## config.mk

```make
export PLATFORM = sky130hd
export DESIGN_NAME = req_gnt_ctrl_flat
export DESIGN_NICKNAME = d
export VERILOG_FILES = /design/src/rtl/req_gnt_ctrl_pkg.sv /design/src/rtl/req_gnt_ctrl_if.sv /design/src/rtl/req_gnt_ctrl_dly_timer.sv /design/src/rtl/req_gnt_ctrl.sv /design/src/flat_wrapper.sv
export SDC_FILE = /design/constraint.sdc
export NUM_CORES = 1
export LEC_CHECK = 0
export ABC_AREA = 0
export ABC_CLOCK_PERIOD_IN_PS = 2900
export BUFFER_PORTS_ARGS = -buffer_cell sky130_fd_sc_hd__buf_2
export CAP_MARGIN = 10
export CELL_PAD_IN_SITES_DETAIL_PLACEMENT = 1
export CELL_PAD_IN_SITES_GLOBAL_PLACEMENT = 2
export CORE_MARGIN = 5
export CORE_UTILIZATION = 35
export DETAILED_ROUTE_END_ITERATION = 8
export GPL_TIMING_DRIVEN = 1
export HOLD_SLACK_MARGIN = 0.02
export PLACE_DENSITY = 0.81
export SKIP_CTS_REPAIR_TIMING = 1
export SYNTH_ARGS = -nofsm -noshare
export SYNTH_HDL_FRONTEND = slang
export SYNTH_SLANG_ARGS = --single-unit
```

## constraint.sdc

```tcl
create_clock -name clk -period 2.9 [get_ports clk]
set_input_delay 0.58 -clock clk [delete_from_list [all_inputs] [get_ports clk]]
set_output_delay 0.58 -clock clk [all_outputs]
set_load 0.005 [all_outputs]
```

## src/rtl/req_gnt_ctrl_pkg.sv

```systemverilog
// Shared types and helpers for the req/gnt grant generator.
// Channel indices, ch1 FSM encoding, delay clamp.
package req_gnt_pkg;

  localparam int NUM_CH = 3;
  localparam int CH0    = 0;
  localparam int CH1    = 1;
  localparam int CH2    = 2;

  typedef enum logic [2:0] {
    IDLE  = 3'b001,
    WAIT  = 3'b010,
    GRANT = 3'b100
  } ch1_state_t;

  function automatic logic [2:0] clamp_dly(
    logic [2:0] d,
    int         lo,
    int         hi
  );
    logic [2:0] r;
    r = d;
    if (int'(d) < lo) r = 3'(lo);
    else if (int'(d) > hi) r = 3'(hi);
    return r;
  endfunction

endpackage

```

## src/rtl/req_gnt_ctrl_if.sv

```systemverilog
// Requester-side req/gnt bundle for the 3-channel grant generator.
// master = requesters/observers, slave = grant generator.
interface req_gnt_ctrl_if
  import req_gnt_pkg::*;
#(
  parameter int CNT_W = 8
);

  logic [NUM_CH-1:0] req;
  logic [2:0]        ch1_dly;
  logic [NUM_CH-1:0] gnt;
  logic              ch1_busy;
  logic              ch1_pending;
  logic [CNT_W-1:0]  ch1_drop_cnt;

  modport master (
    output req,
    output ch1_dly,
    input  gnt,
    input  ch1_busy,
    input  ch1_pending,
    input  ch1_drop_cnt
  );

  modport slave (
    input  req,
    input  ch1_dly,
    output gnt,
    output ch1_busy,
    output ch1_pending,
    output ch1_drop_cnt
  );

endinterface

```

## src/rtl/req_gnt_ctrl_dly_timer.sv

```systemverilog
// Loadable 3-bit down-counter; expire flags the last wait cycle.
// Holds at zero once run out.
module req_gnt_dly_timer (
  input  logic       clk,
  input  logic       reset_n,
  input  logic       load,
  input  logic [2:0] load_val,
  input  logic       en,
  output logic       expire
);

  logic [2:0] cnt_q;
  logic [2:0] cnt_d;

  always_comb begin
    cnt_d = cnt_q;
    if (load) begin
      cnt_d = load_val;
    end else if (en && cnt_q != 3'd0) begin
      cnt_d = cnt_q - 3'd1;
    end
  end

  always_ff @(posedge clk or negedge reset_n) begin
    if (!reset_n) cnt_q <= 3'd0;
    else          cnt_q <= cnt_d;
  end

  assign expire = (cnt_q == 3'd1);

endmodule

```

## src/rtl/req_gnt_ctrl.sv

```systemverilog
// 3-channel grant generator: ch0 1-cycle, ch1 3..5-cycle w/ pending, ch2 comb.
// Define REQ_GNT_ASSERT_EN to embed the req/gnt protocol properties.
module req_gnt_ctrl
  import req_gnt_pkg::*;
#(
  parameter int CH1_MIN_DLY = 3,
  parameter int CH1_MAX_DLY = 5,
  parameter int CNT_W       = 8
) (
  input logic            clk,
  input logic            reset_n,
  req_gnt_ctrl_if.slave  bus
);

  logic [NUM_CH-1:0] req_q, req_d;
  logic              active_q, active_d;
  logic              gnt0_q, gnt0_d;
  ch1_state_t        state_q, state_d;
  logic              pend_q, pend_d;
  logic [2:0]        pend_dly_q, pend_dly_d;
  logic [CNT_W-1:0]  drop_q, drop_d;

  logic [NUM_CH-1:0] rise;
  logic [2:0]        dly_c;
  logic              t_load;
  logic [2:0]        t_val;
  logic              t_en;
  logic              t_exp;

  assign rise  = bus.req & ~req_q;
  assign dly_c = clamp_dly(bus.ch1_dly, CH1_MIN_DLY, CH1_MAX_DLY);

  assign req_d    = bus.req;
  assign active_d = 1'b1;
  assign gnt0_d   = rise[CH0] & active_q;
  assign t_en     = (state_q == WAIT);

  req_gnt_dly_timer u_timer (
    .clk      (clk),
    .reset_n  (reset_n),
    .load     (t_load),
    .load_val (t_val),
    .en       (t_en),
    .expire   (t_exp)
  );

  always_comb begin
    state_d    = state_q;
    pend_d     = pend_q;
    pend_dly_d = pend_dly_q;
    drop_d     = drop_q;
    t_load     = 1'b0;
    t_val      = dly_c - 3'd1;
    unique case (state_q)
      IDLE: begin
        if (rise[CH1]) begin
          t_load  = 1'b1;
          state_d = WAIT;
        end
      end
      WAIT: begin
        if (t_exp) state_d = GRANT;
        if (rise[CH1]) begin
          if (pend_q) begin
            if (drop_q != '1) drop_d = drop_q + CNT_W'(1);
          end else begin
            pend_d     = 1'b1;
            pend_dly_d = dly_c;
          end
        end
      end
      GRANT: begin
        // stored request restarts; a same-cycle rise takes its slot
        if (pend_q) begin
          t_load  = 1'b1;
          t_val   = pend_dly_q - 3'd1;
          state_d = WAIT;
          if (rise[CH1]) pend_dly_d = dly_c;
          else           pend_d     = 1'b0;
        end else if (rise[CH1]) begin
          t_load  = 1'b1;
          state_d = WAIT;
        end else begin
          state_d = IDLE;
        end
      end
      default: state_d = IDLE;
    endcase
  end

  always_ff @(posedge clk or negedge reset_n) begin
    if (!reset_n) begin
      req_q      <= '0;
      active_q   <= 1'b0;
      gnt0_q     <= 1'b0;
      state_q    <= IDLE;
      pend_q     <= 1'b0;
      pend_dly_q <= 3'd0;
      drop_q     <= '0;
    end else begin
      req_q      <= req_d;
      active_q   <= active_d;
      gnt0_q     <= gnt0_d;
      state_q    <= state_d;
      pend_q     <= pend_d;
      pend_dly_q <= pend_dly_d;
      drop_q     <= drop_d;
    end
  end

  assign bus.gnt[CH0]     = gnt0_q;
  assign bus.gnt[CH1]     = (state_q == GRANT) & active_q;
  assign bus.gnt[CH2]     = bus.req[CH2] & active_q;
  assign bus.ch1_busy     = (state_q == WAIT) | (state_q == GRANT);
  assign bus.ch1_pending  = pend_q;
  assign bus.ch1_drop_cnt = drop_q;

`ifdef REQ_GNT_ASSERT_EN
  a_ch0: assert property (@(posedge clk) disable iff (!reset_n)
    ($rose(bus.req[CH0]) && active_q) |=> bus.gnt[CH0]);

  a_ch1: assert property (@(posedge clk) disable iff (!reset_n)
    (state_q == IDLE && rise[CH1])
      |-> ##[CH1_MIN_DLY:CH1_MAX_DLY] bus.gnt[CH1]);

  a_ch2: assert property (@(posedge clk) disable iff (!reset_n)
    (bus.req[CH2] && active_q) |-> bus.gnt[CH2]);

  a_fsm: assert property (@(posedge clk) disable iff (!reset_n)
    $onehot0(state_q));

  a_g1: assert property (@(posedge clk) disable iff (!reset_n)
    bus.gnt[CH1] |=> !bus.gnt[CH1]);
`endif

endmodule

```

## src/flat_wrapper.sv

```systemverilog
// flat-port wrapper written by rule: the top's interface ports become plain ports
module req_gnt_ctrl_flat import req_gnt_pkg::*;
#(
  parameter int CH1_MIN_DLY = 3,
  parameter int CH1_MAX_DLY = 5,
  parameter int CNT_W       = 8
)
  (clk, reset_n, bus_req, bus_ch1_dly, bus_gnt, bus_ch1_busy, bus_ch1_pending, bus_ch1_drop_cnt);
  req_gnt_ctrl_if #(.CNT_W(CNT_W)) bus_i ();
  input logic clk;
  input logic reset_n;
  input wire logic [$bits(bus_i.req)-1:0] bus_req;
  input wire logic [$bits(bus_i.ch1_dly)-1:0] bus_ch1_dly;
  output wire logic [$bits(bus_i.gnt)-1:0] bus_gnt;
  output wire logic [$bits(bus_i.ch1_busy)-1:0] bus_ch1_busy;
  output wire logic [$bits(bus_i.ch1_pending)-1:0] bus_ch1_pending;
  output wire logic [$bits(bus_i.ch1_drop_cnt)-1:0] bus_ch1_drop_cnt;
  assign bus_i.req = bus_req;
  assign bus_i.ch1_dly = bus_ch1_dly;
  assign bus_gnt = bus_i.gnt;
  assign bus_ch1_busy = bus_i.ch1_busy;
  assign bus_ch1_pending = bus_i.ch1_pending;
  assign bus_ch1_drop_cnt = bus_i.ch1_drop_cnt;
  req_gnt_ctrl #(.CH1_MIN_DLY(CH1_MIN_DLY), .CH1_MAX_DLY(CH1_MAX_DLY), .CNT_W(CNT_W)) u_core (.clk(clk), .reset_n(reset_n), .bus(bus_i));
endmodule
```

==> results.md, run 1 <==
- Ys async rst share: 1.000
- Max-Slew Margin vs Limit: 0.6042
- Post-placement cell area: about 0.0013 mm²
- PwrDens: 605.6 mW/mm²
- Fin nets: 146
- Part of the cycle the worst path needs: 0.6912
- Final weighted congestion of routability-driven global placement: 0.7733
- CTS H-Tree Depth: 1
- Post-route DRC violation count: 0
- Share of the core filled with cells: 0.4136
- Die Footprint: 0.004699 mm²
- Switching share of power: 0.2868
- Share of cells above drive strength 1: 0.2290
- Status: completed
- DP HPWL: about 1.9 mm
- Clock sinks: 22
- Effective utilization at floorplan: 0.3596
- EDFF count, synth: 0
- Cells along the critical path: nand2b_1, nor3b_1, buf_2
- Worst-case register-to-register setup slack: 0.99 ns
- Non-Filler Instances: about 180
- Number of vias after detailed routing: ~860
- Via density per instance: slightly below 5
- Core outline area: 0.003337 mm²
- First-pass GRT wire length: ~4.3 mm
- Aggregate negative setup slack: 0 ns
- First drt pass iteration count: 2
- Mean instance size in the synthesized netlist: ~11 µm²
- Drt total wl: 2.468 mm
- Starting DRT DRC Count: 19
- Dominant register cell in the synthesized netlist: sky130_fd_sc_hd__dfrtp_1
- Required time worst endpoint: approximately 2.3 ns
- Worst path max stage delay: 0.48 ns
- Fraction of post-synthesis cell area in the top cell type by area: 0.4380
- Timing startpoint of the critical path: u_core.state_q[1]
- Combinational cell fraction of total power: 0.231
- Antenna Nets Post-Route: 0
- Number of maximum-capacitance constraint violations: 0
- Clock tree from TritonCTS: yes
- Capturing element type of the critical path: primary output
- Critical Path Fanout Max: 8
- Design Power: around 840 µW
- Final worst path period need: around 2 ns
- Die extent in y: a little under 70 µm
- Number of buffers on the longest clock path: 2
- Count of final max-slew check failures: 0
- Via count of the first global-routing pass: about 930
- Hold Vio Cnt, Final: 0
- Area growth syn-to-layout: 15.02%
- Final setup violation count: 0
- Number of flip-flops and latches in the synthesized netlist: 22
- Worst setup SP type: flip-flop
- Number of antenna violations at the first check in global routing: 0
- Latest clock arrival within the worst-skew pair: about 0.31 ns
- Wirelength per Cell: roughly 14 µm
- Number of instances in the placed design: 173
- Net switching power: 239.7 µW
- Total global routing overflow: 0
- Overall routing resource usage: 0.1212
- Clock tree root buffer cell: sky130_fd_sc_hd__clkbuf_4
- Maximum number of pins on one net before global-route repair: 23
- Leakage power figure: 0.6793 nW
- Sequential fraction of the synthesis area: 0.4599
- Total of fill cells in the finished design: slightly below 400
- Actual transition at the worst max-transition pin: 0.5925 ns
- Source of the worst register-to-register timing path: u_core.u_timer.cnt_q[0]
- Highest-delay cell along the critical path: sky130_fd_sc_hd__dfrtp_1
- Number of different library cells in the post-synthesis netlist: 37
- I/O pin count: 21
- Leading post-synthesis cells by cell area: sky130_fd_sc_hd__dfrtp_1 (44%), sky130_fd_sc_hd__mux2i_1 (6.7%), sky130_fd_sc_hd__ha_1 (6.3%), sky130_fd_sc_hd__xor2_1 (3.6%), sky130_fd_sc_hd__a21oi_1 (2.9%)
- Post-CTS clock slew at the launch and capture registers of the worst setup and hold paths: ~0.12 ns
- TritonCTS buffer count: 3
- Synthesis Warnings: 0
- Diode count: 0
- Post-synth design cell area: about 0.0012 mm²
- Maximum vdd ir drop: 0.0002802 V
- Timing-limited maximum frequency: approximately 500 MHz
- Internal power: 596.1 µW
- Worst hold path class: in2async
- Setup repair after global routing missed its margin: false
- Worst Path Class, Setup: reg2out
- Count of buffers inserted at the top-level ports: 20
- Standard-cell rows: 21
- Power share of the sequential group: 0.490
- Cell type contributing the most total cell area after synthesis: sky130_fd_sc_hd__dfrtp_1
- Net count after synthesis: between 100 and 150
- Arrival time worst endpoint: ~1.4 ns
- Floorplan die width: just under 70 µm
- Design area: about 0.0014 mm²
- Worst clock skew: approximately 0.0065 ns
- Clock power share: 0.279
- Number of cells produced by synthesis: approximately 110
[power by group through the flow]
stage	Clock, mW	Sequential (mW)	Combinational (mW)
after global routing	0.258	0.421	0.232
after detailed placement	0	0.418	0.202
after global placement	0	0.412	0.184
after floorplan	0	0.401	0.137
after CTS	0.244	0.411	0.202
final	0.233	0.409	0.193
[synthesized netlist by cell type, types with 2 or more instances]
library cell,count
sky130_fd_sc_hd__dfrtp_1,21
sky130_fd_sc_hd__mux2i_1,8
sky130_fd_sc_hd__a21oi_1,7
sky130_fd_sc_hd__ha_1,6
sky130_fd_sc_hd__inv_1,5
sky130_fd_sc_hd__nand2_1,5
sky130_fd_sc_hd__xor2_1,5
sky130_fd_sc_hd__nor2b_1,4
sky130_fd_sc_hd__and2_1,3
sky130_fd_sc_hd__and3_1,3
sky130_fd_sc_hd__buf_2,3
sky130_fd_sc_hd__mux2_2,3
sky130_fd_sc_hd__nand3_1,3
sky130_fd_sc_hd__nor2_1,3
sky130_fd_sc_hd__a21boi_0,2
sky130_fd_sc_hd__and4_1,2
sky130_fd_sc_hd__clkbuf_1,2
sky130_fd_sc_hd__nand2b_1,2
sky130_fd_sc_hd__nand4_1,2
sky130_fd_sc_hd__nor3_1,2
sky130_fd_sc_hd__nor3b_1,2
sky130_fd_sc_hd__nor3b_2,2
sky130_fd_sc_hd__o21ai_0,2
sky130_fd_sc_hd__o21bai_1,2
sky130_fd_sc_hd__xnor2_1,2
[critical path: cells and delay by family (launching register included)]
family / cells / cell delay, ns
buffers and inverters: 1 / 0.14
flip-flops: 1 / 0.48
AND/OR/NAND/NOR: 2 / 0.50
[cell usage in the layout, fill, tap and decap left out, types with 3 or more instances in the layout]
cell type / instances
sky130_fd_sc_hd__and3_1: 3
sky130_fd_sc_hd__nand3_1: 3
sky130_fd_sc_hd__inv_1: 5
sky130_fd_sc_hd__buf_2: 20
sky130_fd_sc_hd__dfrtp_1: 21
sky130_fd_sc_hd__a21oi_1: 7
sky130_fd_sc_hd__nor2_1: 3
sky130_fd_sc_hd__nand2_1: 5
sky130_fd_sc_hd__nor2b_1: 4
sky130_fd_sc_hd__clkbuf_4: 3
sky130_fd_sc_hd__xor2_1: 5
sky130_fd_sc_hd__and2_1: 3
sky130_fd_sc_hd__ha_1: 6
sky130_fd_sc_hd__mux2_2: 3
sky130_fd_sc_hd__mux2i_1: 8
[worst paths after layout]
| kind | to | depth (start not counted) |
|---|---|---|
| worst max-delay path | bus_gnt[1] | 3 |
| worst min-delay path | u_core.req_q[0] | 1 |
| min in group clk | u_core.req_q[1] | 1 |
| max in group asynchronous | u_core.state_q[0] | 1 |
| worst min register to register | u_core.bus.ch1_drop_cnt[6] | 1 |
| worst max register to register | u_core.u_timer.cnt_q[1] | 7 |
[metrics by stage]
step                      setup WS [ns]  hold WS [ns]
final                            0.8955        0.2127
after CTS                        0.8546        0.2188
after floorplan                   1.105        0.2844
after global routing             0.7026        0.2290
after global placement           0.8375        0.4913
after detailed placement         0.7089        0.5126
[layer usage]
layer  track usage  up-vias  part of all wire
met2        0.2074       19              0.47
met3       0.03890        2             0.073
li1              -      427                 -
met1        0.1434      414              0.44
met5             0        -                 0
met4       0.03722        0            0.0085
[flip-flops by register name, summed over array words and instances, names as in the netlist]
register and cells:
u_core.bus.ch1_pending 1, u_core.pend_dly_q 3, u_core.req_q 2, u_core.u_timer.cnt_q 3, u_core.bus.ch1_drop_cnt 8, u_core.gnt0_q 1, u_core.active_q 1, u_core.state_q 3
[logic make-up after synthesis]
| logic type | after synthesis | share of synthesized area |
|---|---|---|
| AND/OR/NAND/NOR | 37 | 0.1939 |
| multiplexers | 12 | 0.1043 |
| buffers and inverters | 11 | 0.04067 |
| flip-flops | 22 | 0.4599 |
| other | 1 | 0.003125 |
| AO/OA/AOI/OAI | 17 | 0.08446 |
| XOR/XNOR | 7 | 0.05110 |
| adder cells (fa/ha/maj) | 6 | 0.06256 |
[area by class of cell]
class	count	area [µm²]	share of cell area
Clock inverter	1	30.03	0.02176
Multi-Input combinational cell	80	599.3	0.4343
Sequential cell	22	551.8	0.3998
Clock buffer	3	22.52	0.01632
Tap cell	46	57.56	0.04170
Inverter	5	18.77	0.01360
Timing Repair Buffer	20	100.1	0.07253
Power figures use the tool's default switching activity.
==> run 2: changes to the inputs <==
--- a/config.mk
+++ b/config.mk
@@ -5,14 +5,14 @@
 export SDC_FILE = /design/constraint.sdc
 export NUM_CORES = 1
 export LEC_CHECK = 0
-export ABC_AREA = 0
-export ABC_CLOCK_PERIOD_IN_PS = 2900
+export ABC_AREA = 1
+export ABC_CLOCK_PERIOD_IN_PS = 1900
 export BUFFER_PORTS_ARGS = -buffer_cell sky130_fd_sc_hd__buf_2
 export CAP_MARGIN = 10
 export CELL_PAD_IN_SITES_DETAIL_PLACEMENT = 1
 export CELL_PAD_IN_SITES_GLOBAL_PLACEMENT = 2
 export CORE_MARGIN = 5
-export CORE_UTILIZATION = 35
+export CORE_UTILIZATION = 32
 export DETAILED_ROUTE_END_ITERATION = 8
 export GPL_TIMING_DRIVEN = 1
 export HOLD_SLACK_MARGIN = 0.02
==> constraint.sdc (replaced) <==
create_clock -name clk -period 1.9 [get_ports clk]
set_input_delay 0.38 -clock clk [delete_from_list [all_inputs] [get_ports clk]]
set_output_delay 0.38 -clock clk [all_outputs]
set_load 0.005 [all_outputs]
==> run 2 against run 1 <==
Effect of this change: core utilization fell by 3.2 points; first-iteration DRC count rose by 120%; combinational power rose to 3.5 times the previous value; setup slack got worse by 0.70 ns; sequential share of layout area fell by 4.4 points; critical endpoint unchanged; sequential power rose by 90%; final cell count rose by 40%.
==> results.md, run 2 <==
- Status: completed
- Number of instances in the placed design: 244
- Ys async rst share: 1.000
- Mean instance size in the synthesized netlist: just under 8 µm²
- Count of buffers inserted at the top-level ports: 20
- Internal power: approximately 1.1 mW
- Clock power share: 0.190
- Sequential fraction of the synthesis area: 0.4072
- Share of cells above drive strength 1: 0.2576
- Diode count: 0
- Antenna Nets Post-Route: 0
- Number of vias after detailed routing: ~1.2k
- Part of the cycle the worst path needs: 0.8973
- Total global routing overflow: 0
- DP HPWL: 2.549 mm
- Post-synth design cell area: ~0.0014 mm²
- End of the worst register-to-register path: u_core.bus.ch1_drop_cnt[5]
- First-pass GRT wire length: around 5.4 mm
- Post-placement cell area: around 0.0015 mm²
- Clock tree root buffer cell: sky130_fd_sc_hd__clkbuf_8
- Switching share of power: 0.3997
- Number of maximum-capacitance constraint violations: 0
- Most common cell after layout, fill and taps aside: sky130_fd_sc_hd__nand2_1
- Worst-case register-to-register setup slack: about 0.36 ns
- EDFF count, synth: 0
- Final setup violation count: 0
- Overall routing resource usage: 0.1265
- Max-Slew Margin vs Limit: 0.6512
- Aggregate negative setup slack: 0 ns
- Post-CTS clock slew at the launch and capture registers of the worst setup and hold paths: approximately 0.08 ns
- Starting DRT DRC Count: 41
- Dominant register cell in the synthesized netlist: sky130_fd_sc_hd__dfrtp_1
- Wirelength per Cell: 12.66 µm
- PwrDens: approximately 1200 mW/mm²
- Capturing element type of the critical path: primary output
- Worst hold path class: in2async
- Count of final max-slew check failures: 0
- Effective utilization at floorplan: 0.3340
- Net switching power: around 720 µW
- Drt total wl: 3.139 mm
- Number of flip-flops and latches in the synthesized netlist: 22
- Required time worst endpoint: ~1.5 ns
- Die extent in y: approximately 75 µm
- Final weighted congestion of routability-driven global placement: 0.8043
- Floorplan die width: ~75 µm
- Cell type contributing the most total cell area after synthesis: sky130_fd_sc_hd__dfrtp_1
- Fraction of post-synthesis cell area in the top cell type by area: 0.3878
- Via count of the first global-routing pass: roughly 1.2k
- Worst clock skew: 0.001510 ns
- Number of cells produced by synthesis: about 180
- Via density per instance: between 4 and 5
- Number of cells on the worst reg-to-reg path: 9
- Total of fill cells in the finished design: about 520
- Commonest cells after routing, fill and taps aside: sky130_fd_sc_hd__nand2_1 (51), sky130_fd_sc_hd__inv_1 (27), sky130_fd_sc_hd__dfrtp_1 (21), sky130_fd_sc_hd__buf_2 (20), sky130_fd_sc_hd__nand3_1 (13)
- Design Power: 1.797 mW
- Design area: about 0.0015 mm²
- Leading post-synthesis cells by cell area: sky130_fd_sc_hd__dfrtp_1 (39%), sky130_fd_sc_hd__nand2_1 (14%), sky130_fd_sc_hd__inv_1 (7.5%), sky130_fd_sc_hd__ha_1 (5.5%), sky130_fd_sc_hd__nand2_2 (5.5%)
- Synthesis Warnings: 0
- Maximum number of pins on one net before global-route repair: 23
- Core outline area: slightly above 0.004 mm²
- Standard-cell rows: 23
- Worst setup SP type: flip-flop
- Fin nets: between 200 and 250
- Worst Path Class, Setup: reg2out
- Net count after synthesis: 190
- Maximum vdd ir drop: 0.0003876 V
- Leakage power figure: about 0.9 nW
- Arrival time worst endpoint: 1.32 ns
- Combinational cell fraction of total power: 0.378
- Number of antenna violations at the first check in global routing: 0
- Multi-input combinational cell area: 659.4 µm²
- Setup repair after global routing missed its margin: false
- Die Footprint: about 0.0056 mm²
- Number of buffers on the longest clock path: 2
- Area used by sequential logic in the layout: 551.8 µm²
- Area growth syn-to-layout: 14.31%
- Power share of the sequential group: 0.432
- Final worst path period need: between 1.5 and 2 ns
- Critical Path Fanout Max: 5
- Latest clock arrival within the worst-skew pair: roughly 0.26 ns
- Most used standard cells in the synthesized netlist: sky130_fd_sc_hd__nand2_1 (51), sky130_fd_sc_hd__inv_1 (27), sky130_fd_sc_hd__dfrtp_1 (21)
- Clock tree from TritonCTS: yes
- Hold Vio Cnt, Final: 0
- Top-count cell post-synth: sky130_fd_sc_hd__nand2_1
- First drt pass iteration count: 4
- Timing-limited maximum frequency: approximately 600 MHz
- I/O pin count: 21
- TritonCTS buffer count: 3
- Clock sinks: 22
- Largest register FFs: 8
- Post-route DRC violation count: 0
- Source of the worst register-to-register timing path: u_core.bus.ch1_drop_cnt[0]
- Number of different library cells in the post-synthesis netlist: 28
- CTS H-Tree Depth: 1
- Actual transition at the worst max-transition pin: between 0.5 and 0.6 ns
- Non-Filler Instances: around 250
## run 2: logic make-up (layout without fill, tap and decap cells)
logic type	count (synthesis)	in the layout	share of synthesized area
buffers and inverters	33	55	0.1062
DFF	22	22	0.4072
adders and majority gates	6	6	0.05540
and+or+nand+nor	98	98	0.3453
xor gates and xnor gates	5	5	0.03232
AOI/OAI and AO/OA	11	11	0.05078
other	1	1	0.002767
## run 2: power by group through the flow
stage               clock [mW]  combinational (mW)  sequential, mW
finish                   0.341               0.679           0.777
global placement             0               0.653           0.777
CTS                      0.360               0.694           0.780
detailed placement           0               0.688           0.791
global route             0.377               0.804           0.804
floorplan                    0               0.484           0.755
## run 2: area by class of cell
type                            instances  area share
Multi-Input combinational cell        121      0.4257
Sequential cell                        22      0.3562
Inverter                               30     0.07270
Timing Repair Buffer                   21     0.06947
Tap cell                               50     0.04039
Clock buffer                            4     0.03554
## run 2: worst max-delay path: stages, from the launching register on
cell	delay, ns
sky130_fd_sc_hd__dfrtp_1	0.46
sky130_fd_sc_hd__nand2_1	0.09
sky130_fd_sc_hd__nor2_2	0.22
sky130_fd_sc_hd__inv_2	0.09
sky130_fd_sc_hd__nor2_1	0.09
sky130_fd_sc_hd__buf_2	0.12
## run 2: worst max-delay path by stage
stage,start,end,depth (start not counted)
2_1_floorplan,u_core.u_timer.cnt_q[0],u_core.u_timer.cnt_q[1],9
3_3_place_gp,u_core.bus.ch1_drop_cnt[0],u_core.bus.ch1_drop_cnt[5],9
3_5_place_dp,u_core.bus.ch1_drop_cnt[0],u_core.bus.ch1_drop_cnt[7],9
4_1_cts,u_core.state_q[2],bus_gnt[1],5
5_1_grt,u_core.state_q[2],bus_gnt[1],5
6_report,u_core.state_q[2],bus_gnt[1],5
## run 2: layer usage
metal / vias up / share of wire / global-route usage
met5: - / 0 / 0
met4: 0 / 0.011 / 0.04743
met3: 4 / 0.052 / 0.03605
met2: 22 / 0.50 / 0.2166
met1: 549 / 0.44 / 0.1495
li1: 576 / - / -
## run 2: through the flow
step | hold slack [ns] | utilization | setup WS (ns)
after floorplan | 0.08441 | - | 0.5313
after global placement | 0.3879 | 0.3682 | 0.4099
after detailed placement | 0.3950 | 0.3682 | 0.3596
after CTS | 0.09833 | 0.3817 | 0.1586
after global routing | 0.1197 | 0.3817 | 0.06741
final | 0.08362 | 0.3817 | 0.1952
